**src/rtl/ex_branch_resolve_pkg.sv**
```systemverilog
// Shared types and helpers for the EX-stage branch unit.
package ex_branch_pkg;

  typedef enum logic [2:0] {
    NONE = 3'd0,
    BEQ  = 3'd1,
    BNE  = 3'd2,
    BLEZ = 3'd3,
    BGTZ = 3'd4,
    BLTZ = 3'd5,
    BGEZ = 3'd6,
    JMP  = 3'd7
  } brop_t;

  // Weakly not-taken: one taken outcome flips the prediction.
  localparam logic [1:0] PHT_INIT = 2'b01;

  function automatic logic [1:0] sat_inc(input logic [1:0] v);
    return (v == 2'b11) ? v : v + 2'd1;
  endfunction

  function automatic logic [1:0] sat_dec(input logic [1:0] v);
    return (v == 2'b00) ? v : v - 2'd1;
  endfunction

endpackage

```
**src/rtl/ex_branch_resolve_pht.sv**
```systemverilog
// Pattern history table: 2-bit saturating counters, one comb read, one update port.
module ex_pht
  import ex_branch_pkg::*;
#(
  parameter int IDX_W = 6
) (
  input  logic             i_clk,
  input  logic             i_rst_n,
  input  logic [IDX_W-1:0] i_raddr,
  output logic             o_rtaken,
  input  logic             i_we,
  input  logic [IDX_W-1:0] i_waddr,
  input  logic             i_taken
);

  localparam int DEPTH = 2 ** IDX_W;

  logic [DEPTH-1:0][1:0] r_pht;

  // Read returns stored state; a same-cycle update is seen only after the edge.
  assign o_rtaken = r_pht[i_raddr][1];

  // Saturating counter update on resolved conditional branches.
  always_ff @(posedge i_clk or negedge i_rst_n) begin
    if (!i_rst_n) begin
      r_pht <= {DEPTH{PHT_INIT}};
    end else if (i_we) begin
      r_pht[i_waddr] <= i_taken ? sat_inc(r_pht[i_waddr]) : sat_dec(r_pht[i_waddr]);
    end
  end

endmodule

```
**src/rtl/ex_branch_resolve.sv**
```systemverilog
// EX-stage branch resolution: target/condition, EX/MEM register, mispredict
// detection, PHT ownership and a saturating mispredict counter.
module ex_branch_resolve
  import ex_branch_pkg::*;
#(
  parameter int ADDR_W    = 32,
  parameter int IMM_W     = 16,
  parameter int PHT_IDX_W = 6,
  parameter int CNT_W     = 16
) (
  input  logic              i_clk,
  input  logic              i_rst_n,
  input  logic [ADDR_W-1:0] i_addr_pcF,
  output logic              o_predict_takenF,
  input  logic              i_validE,
  input  logic              i_stallE,
  input  logic              i_flushE,
  input  logic [2:0]        i_ctrl_bropE,
  input  logic              i_predict_takenE,
  input  logic [ADDR_W-1:0] i_addr_pcadd4E,
  input  logic [IMM_W-1:0]  i_data_immE,
  input  logic [31:0]       i_data_rsE,
  input  logic [31:0]       i_data_rtE,
  output logic              o_validM,
  output logic              o_takenM,
  output logic [ADDR_W-1:0] o_addr_pcbranchM,
  output logic              o_mispredictM,
  output logic [ADDR_W-1:0] o_addr_redirectM,
  output logic [CNT_W-1:0]  o_cnt_mispredict
);

  brop_t             w_brop;
  logic              w_takenE;
  logic [ADDR_W-1:0] w_offset;
  logic [ADDR_W-1:0] w_targetE;

  logic              r_validM;
  logic              r_takenM;
  logic              r_predM;
  brop_t             r_bropM;
  logic [ADDR_W-1:0] r_pcbranchM;
  logic [ADDR_W-1:0] r_pcadd4M;
  logic [CNT_W-1:0]  r_cnt;

  logic              w_upd;
  logic [ADDR_W-1:0] w_pcM;
  logic              w_unused;

  assign w_brop    = brop_t'(i_ctrl_bropE);
  assign w_offset  = {{(ADDR_W-IMM_W){i_data_immE[IMM_W-1]}}, i_data_immE} << 2;
  assign w_targetE = i_addr_pcadd4E + w_offset;

  // Branch condition on signed 32-bit operands.
  always_comb begin
    w_takenE = 1'b0;
    case (w_brop)
      BEQ:     w_takenE = (i_data_rsE == i_data_rtE);
      BNE:     w_takenE = (i_data_rsE != i_data_rtE);
      BLEZ:    w_takenE = ($signed(i_data_rsE) <= 0);
      BGTZ:    w_takenE = ($signed(i_data_rsE) > 0);
      BLTZ:    w_takenE = i_data_rsE[31];
      BGEZ:    w_takenE = !i_data_rsE[31];
      JMP:     w_takenE = 1'b1;
      default: w_takenE = 1'b0;
    endcase
  end

  // EX/MEM register: flush kills valid only, stall holds everything.
  always_ff @(posedge i_clk or negedge i_rst_n) begin
    if (!i_rst_n) begin
      r_validM    <= 1'b0;
      r_takenM    <= 1'b0;
      r_predM     <= 1'b0;
      r_bropM     <= NONE;
      r_pcbranchM <= '0;
      r_pcadd4M   <= '0;
    end else if (i_flushE) begin
      r_validM    <= 1'b0;
    end else if (!i_stallE) begin
      r_validM    <= i_validE;
      r_takenM    <= w_takenE;
      r_predM     <= i_predict_takenE;
      r_bropM     <= w_brop;
      r_pcbranchM <= w_targetE;
      r_pcadd4M   <= i_addr_pcadd4E;
    end
  end

  assign o_validM         = r_validM;
  assign o_takenM         = r_takenM;
  assign o_addr_pcbranchM = r_pcbranchM;
  assign o_mispredictM    = r_validM && (r_bropM != NONE) && (r_takenM != r_predM);
  assign o_addr_redirectM = r_takenM ? r_pcbranchM : r_pcadd4M;

  // A conditional branch trains the PHT once, on the edge where it leaves MEM.
  assign w_upd = r_validM && (r_bropM != NONE) && (r_bropM != JMP) && !i_stallE;
  assign w_pcM = r_pcadd4M - ADDR_W'(4);

  // Mispredict counter, saturating at all-ones.
  always_ff @(posedge i_clk or negedge i_rst_n) begin
    if (!i_rst_n) begin
      r_cnt <= '0;
    end else if (w_upd && o_mispredictM && (r_cnt != {CNT_W{1'b1}})) begin
      r_cnt <= r_cnt + 1'b1;
    end
  end

  assign o_cnt_mispredict = r_cnt;

  ex_pht #(.IDX_W(PHT_IDX_W)) u_pht (
    .i_clk    (i_clk),
    .i_rst_n  (i_rst_n),
    .i_raddr  (i_addr_pcF[PHT_IDX_W+1:2]),
    .o_rtaken (o_predict_takenF),
    .i_we     (w_upd),
    .i_waddr  (w_pcM[PHT_IDX_W+1:2]),
    .i_taken  (r_takenM)
  );

  // Address bits outside the PHT index are intentionally ignored.
  assign w_unused = ^{i_addr_pcF, w_pcM};

endmodule
```
**config.mk**
```make
export PLATFORM = sky130hd
export DESIGN_NAME = ex_branch_resolve
export DESIGN_NICKNAME = d
export VERILOG_FILES = /design/src/rtl/ex_branch_resolve_pkg.sv /design/src/rtl/ex_branch_resolve_pht.sv /design/src/rtl/ex_branch_resolve.sv
export SDC_FILE = /design/constraint.sdc
export NUM_CORES = 1
export LEC_CHECK = 0
export CORE_ASPECT_RATIO = 1.4
export CORE_UTILIZATION = 50
export DETAILED_ROUTE_END_ITERATION = 10
export GPL_TIMING_DRIVEN = 0
export HOLD_SLACK_MARGIN = 0.1
export PLACE_DENSITY_LB_ADDON = 0.08
export SYNTH_ARGS = -nofsm -noshare
export SYNTH_HDL_FRONTEND = slang
export SYNTH_SLANG_ARGS = --single-unit
```
**constraint.sdc**
```tcl
create_clock -name i_clk -period 8.4 [get_ports i_clk]
set_input_delay 1.26 -clock i_clk [delete_from_list [all_inputs] [get_ports i_clk]]
set_output_delay 1.26 -clock i_clk [all_outputs]
set_load 0.02 [all_outputs]
```
==> impl_metrics.ini <==
[sta]
unrepaired_setup_endpoints_after_global_routing = no
slew_headroom_pct = 16.5
finalHoldViolations = 0
postLayoutSetupSlackWorst_ns = 2.34
timing.final.setup_violations = 0
fin_crit_ns = 6.06
whs_ns = 0.476
fin_crit_sh_pct = 72.2
maxClockFrequency_ghz = 0.165
final_max_slew_viol_count = 0
timing.clock.skew_ns = 0.00990
worstMarginPinSlew_ns = 1.24

[global_routing]
first_global_vias = 11300
gr_overflow_total = 0
initial_antenna_violation_count = 0
grt_pass1_wl_um = 61200
globalRouteTotalUtil_pct = 30.7
largest_net_degree_at_the_start_of_global_routing = 119

[logic_synthesis]
synth_edf_count = 0
synth_fp_nets = 1430
synth_async_sr_flop_share_pct = 100
yosysSeqAreaShare_pct = 42.1
synth.cell_area_um2 = 12800
synth.lib_cells_used.distinct = 74
synthFlopType = sky130_fd_sc_hd__dfrtp_1
synth.ff_latch_count = 212
yosys_warnings = 0
syn_area_per_cell_um2 = 10.3
gate_count_after_technology_mapping = 1245

[floorplanning]
fp.dieH_um = 191
floorplan.die.width_um = 137
design.portCount = 237
floorplan.rows = 68
core_um2 = 24900
initial_core_util_pct = 51.3
die-area_um2 = 26200

[cells_and_area]
final_nets = 1666
drive_above_1_share_pct = 22.4
fill_cells = 2090
diodes = 0
final_core_utilization_pct = 64.9
area_growth_syn_to_layout_pct = 26.6

[drt]
num_vias = 10700
routed_wirelength_um = 38800
wl_met2_um = 20000
detail_route.wirelength.met1_um = 14200
wl_met3_um = 2610
route.antenna.remaining_nets = 0
post-route-drc-count = 0
wire_per_inst_um = 21.4
drt_first_iter_violations = 484
routed.top_layer = met4
routed_via_density = 5.88
drt_first_pass_iters = 5

[pwr]
p_clk_share_pct = 33.1
net-switching-power_mw = 1.18
power.static_leakage_nw = 6.96
combPwrFrac_pct = 32.3
post-layout-total-power_mw = 3.54
irDropWorstVdd_v = 0.000176
sequentialPowerShare_pct = 34.6
internal-power_mw = 2.36
power.density_cell_area_nw_per_um2 = 219
swShare_pct = 33.4

[setup_path]
crit_type = in2out
worstPathArrival_ns = 4.80
worst_path_largest_cell_delay_ns = 0.85
crit_path_cell_trace = clkbuf_1 > buf_1 > mux4_2 > mux4_2 > mux4_2 > clkdlybuf4s50_1
crit_path_end_kind = output pin
critical_path.max_fanout = 10
cp.required_ns = 7.14
critPathSlowestCell = sky130_fd_sc_hd__buf_1
critPathLaunchType = input port
cp_dominant_cell_by_count = sky130_fd_sc_hd__mux4_2
cp_num_buf_inv = 3
crit_family = buffers and inverters

[cts]
cts_setup_buffers = 0
clkSlewWorstSetupHoldPaths_ns = 0.06
h-tree-depth = 1
cts-root-buf = sky130_fd_sc_hd__clkbuf_16
cts_resized = 0
number_of_buffers_added_by_the_clock_tree_synthesis_step = 24
tritoncts_clock_tree = yes
cts.sinks = 212
clk_latency_ns = 0.53
cts_hold_fix_bufs = 0
clock_path_buffers = 3

[run]
timing.max_cap.violations = 0

[place]
io_buffers = 208
routabilityCongestion = 1.01
place_ws_ns = 2.31
detailed_place_hpwl_um = 29200

[worst_hold_path]
timing.hold.worst.class = reg2reg

[run_status]
status = finished, final reports clean
[cells in the mapped netlist (3+ instances only)]
cell type                    n  share of area (%)
sky130_fd_sc_hd__nand2b_1    4               0.20
sky130_fd_sc_hd__buf_1       8               0.23
sky130_fd_sc_hd__nand2_1   233                6.8
sky130_fd_sc_hd__a311oi_1    3               0.21
sky130_fd_sc_hd__nor2_1     73                2.1
sky130_fd_sc_hd__nor2b_1     6               0.29
sky130_fd_sc_hd__o221ai_1    3               0.21
sky130_fd_sc_hd__or3_1       6               0.29
sky130_fd_sc_hd__a21o_1     16               0.94
sky130_fd_sc_hd__nor3b_1     9               0.53
sky130_fd_sc_hd__xnor2_1    24                1.6
sky130_fd_sc_hd__buf_2      13               0.51
sky130_fd_sc_hd__a211oi_1    4               0.23
sky130_fd_sc_hd__xor2_1     49                3.4
sky130_fd_sc_hd__or2_2       3               0.15
sky130_fd_sc_hd__nand4_1    15               0.73
sky130_fd_sc_hd__clkbuf_1   29               0.85
sky130_fd_sc_hd__a21oi_1    38                1.5
sky130_fd_sc_hd__o21ai_0    59                2.3
sky130_fd_sc_hd__o21bai_1    3               0.18
sky130_fd_sc_hd__inv_1      18               0.53
sky130_fd_sc_hd__nand3_1    39                1.5
sky130_fd_sc_hd__mux2_2    159                 14
sky130_fd_sc_hd__buf_4       6               0.35
sky130_fd_sc_hd__buf_6       8               0.70
sky130_fd_sc_hd__and3_1      9               0.44
sky130_fd_sc_hd__a31oi_1     7               0.34
sky130_fd_sc_hd__mux4_2     32                5.6
sky130_fd_sc_hd__mux2i_1    19                1.5
sky130_fd_sc_hd__o31ai_1     5               0.29
sky130_fd_sc_hd__o211ai_1    6               0.35
sky130_fd_sc_hd__nor3_1     17               0.67
sky130_fd_sc_hd__dfstp_2    64                 13
sky130_fd_sc_hd__nand3b_1    5               0.29
sky130_fd_sc_hd__dfrtp_1   148                 29
sky130_fd_sc_hd__ha_1       31                3.0
sky130_fd_sc_hd__a41oi_1     3               0.21
sky130_fd_sc_hd__and2_1      8               0.39
sky130_fd_sc_hd__nor4_1     18               0.88
[cells by family after synthesis]
family                     synth area share, %
and+or+nand+nor                           15.9
adders and majority gates                 3.37
AOI/OAI and AO/OA                         8.89
buffers and inverters                     3.24
xor gates and xnor gates                  5.34
DFF                                       42.1
muxes                                     21.1
[path summary, 6_finish.rpt]
check | endpoint | slack, ns | cells after the start | startpoint
worst max register to register | u_pht.r_pht[76]$_DFFE_PN1P_ | 2.79 | 16 | r_pcadd4M[2]$_DFFE_PN0P_
min in group asynchronous | u_pht.r_pht[1]$_DFFE_PN0P_ | 0.72 | 1 | i_rst_n
worst min register to register | r_pcadd4M[8]$_DFFE_PN0P_ | 0.48 | 2 | r_pcadd4M[8]$_DFFE_PN0P_
worst max-delay path | o_predict_takenF | 2.34 | 6 | i_addr_pcF[3]
worst min-delay path | r_pcadd4M[8]$_DFFE_PN0P_ | 0.48 | 2 | r_pcadd4M[8]$_DFFE_PN0P_
max in group asynchronous | o_addr_pcbranchM[27]$_DFFE_PN0P_ | 6.62 | 2 | i_rst_n
[metrics by stage]
step | cell area (um2) | setup TNS [ns] | instances
5_1_grt | 16200 | 0 | 1814
3_5_place_dp | 15300 | 0 | 1770
4_1_cts | 16200 | 0 | 1814
6_report | 16200 | 0 | 1814
2_1_floorplan | 12800 | 0 | 1245
3_3_place_gp | 15300 | -432.65 | 1768
[power by group through the flow]
| stage | Clock (mW) | Sequential, mW | Combinational, mW |
|---|---|---|---|
| after global placement | 0 | 1.24 | 1.12 |
| after global routing | 1.23 | 1.24 | 1.22 |
| after floorplan | 0 | 1.26 | 0.618 |
| after CTS | 1.19 | 1.23 | 1.14 |
| after detailed placement | 0 | 1.24 | 1.13 |
| final | 1.17 | 1.23 | 1.14 |
[routing by layer]
metal  global-route usage, %  vias to the layer above
li1                        -                     4943
met1                    33.7                     5196
met2                    54.9                      387
met3                    6.66                      138
met4                    15.4                        0
met5                       0                        -
[cell type report]
cell class / instances / area (um2) / area share, %
Multi-Input combinational cell: 949 / 6990 / 43.2
Sequential cell: 212 / 5390 / 33.3
Timing Repair Buffer: 210 / 2120 / 13.1
Clock buffer: 35 / 703 / 4.34
Tap cell: 315 / 394 / 2.43
Buffer: 64 / 339 / 2.09
Clock inverter: 9 / 180 / 1.11
Inverter: 20 / 75.1 / 0.464
[sequential cells by signal (all words and copies together) (netlist names)]
| signal | count |
|---|---|
| o_validM | 1 |
| o_addr_pcbranchM | 32 |
| o_takenM | 1 |
| u_pht.r_pht | 128 |
| r_predM | 1 |
| r_bropM | 3 |
| r_pcadd4M | 30 |
| o_cnt_mispredict | 16 |
[worst min-delay path, cell delays in order (launching register included)]
cell	delay (ns)
sky130_fd_sc_hd__dfrtp_1	0.34
sky130_fd_sc_hd__nand2_1	0.05
sky130_fd_sc_hd__nand2_1	0.05
[cells in the final DEF, fill, tap and decap left out, types with 14 or more instances in the layout]
cell	count
sky130_fd_sc_hd__a21o_1	16
sky130_fd_sc_hd__a21oi_1	38
sky130_fd_sc_hd__buf_2	14
sky130_fd_sc_hd__clkbuf_1	35
sky130_fd_sc_hd__clkbuf_16	25
sky130_fd_sc_hd__clkdlybuf4s50_1	207
sky130_fd_sc_hd__dfrtp_1	148
sky130_fd_sc_hd__dfstp_2	64
sky130_fd_sc_hd__ha_1	31
sky130_fd_sc_hd__inv_1	18
sky130_fd_sc_hd__mux2_2	159
sky130_fd_sc_hd__mux2i_1	19
sky130_fd_sc_hd__mux4_2	32
sky130_fd_sc_hd__nand2_1	233
sky130_fd_sc_hd__nand3_1	39
sky130_fd_sc_hd__nand4_1	15
sky130_fd_sc_hd__nor2_1	73
sky130_fd_sc_hd__nor3_1	17
sky130_fd_sc_hd__nor4_1	18
sky130_fd_sc_hd__o21ai_0	59
sky130_fd_sc_hd__xnor2_1	24
sky130_fd_sc_hd__xor2_1	49
(Power assumes the default switching activity.)
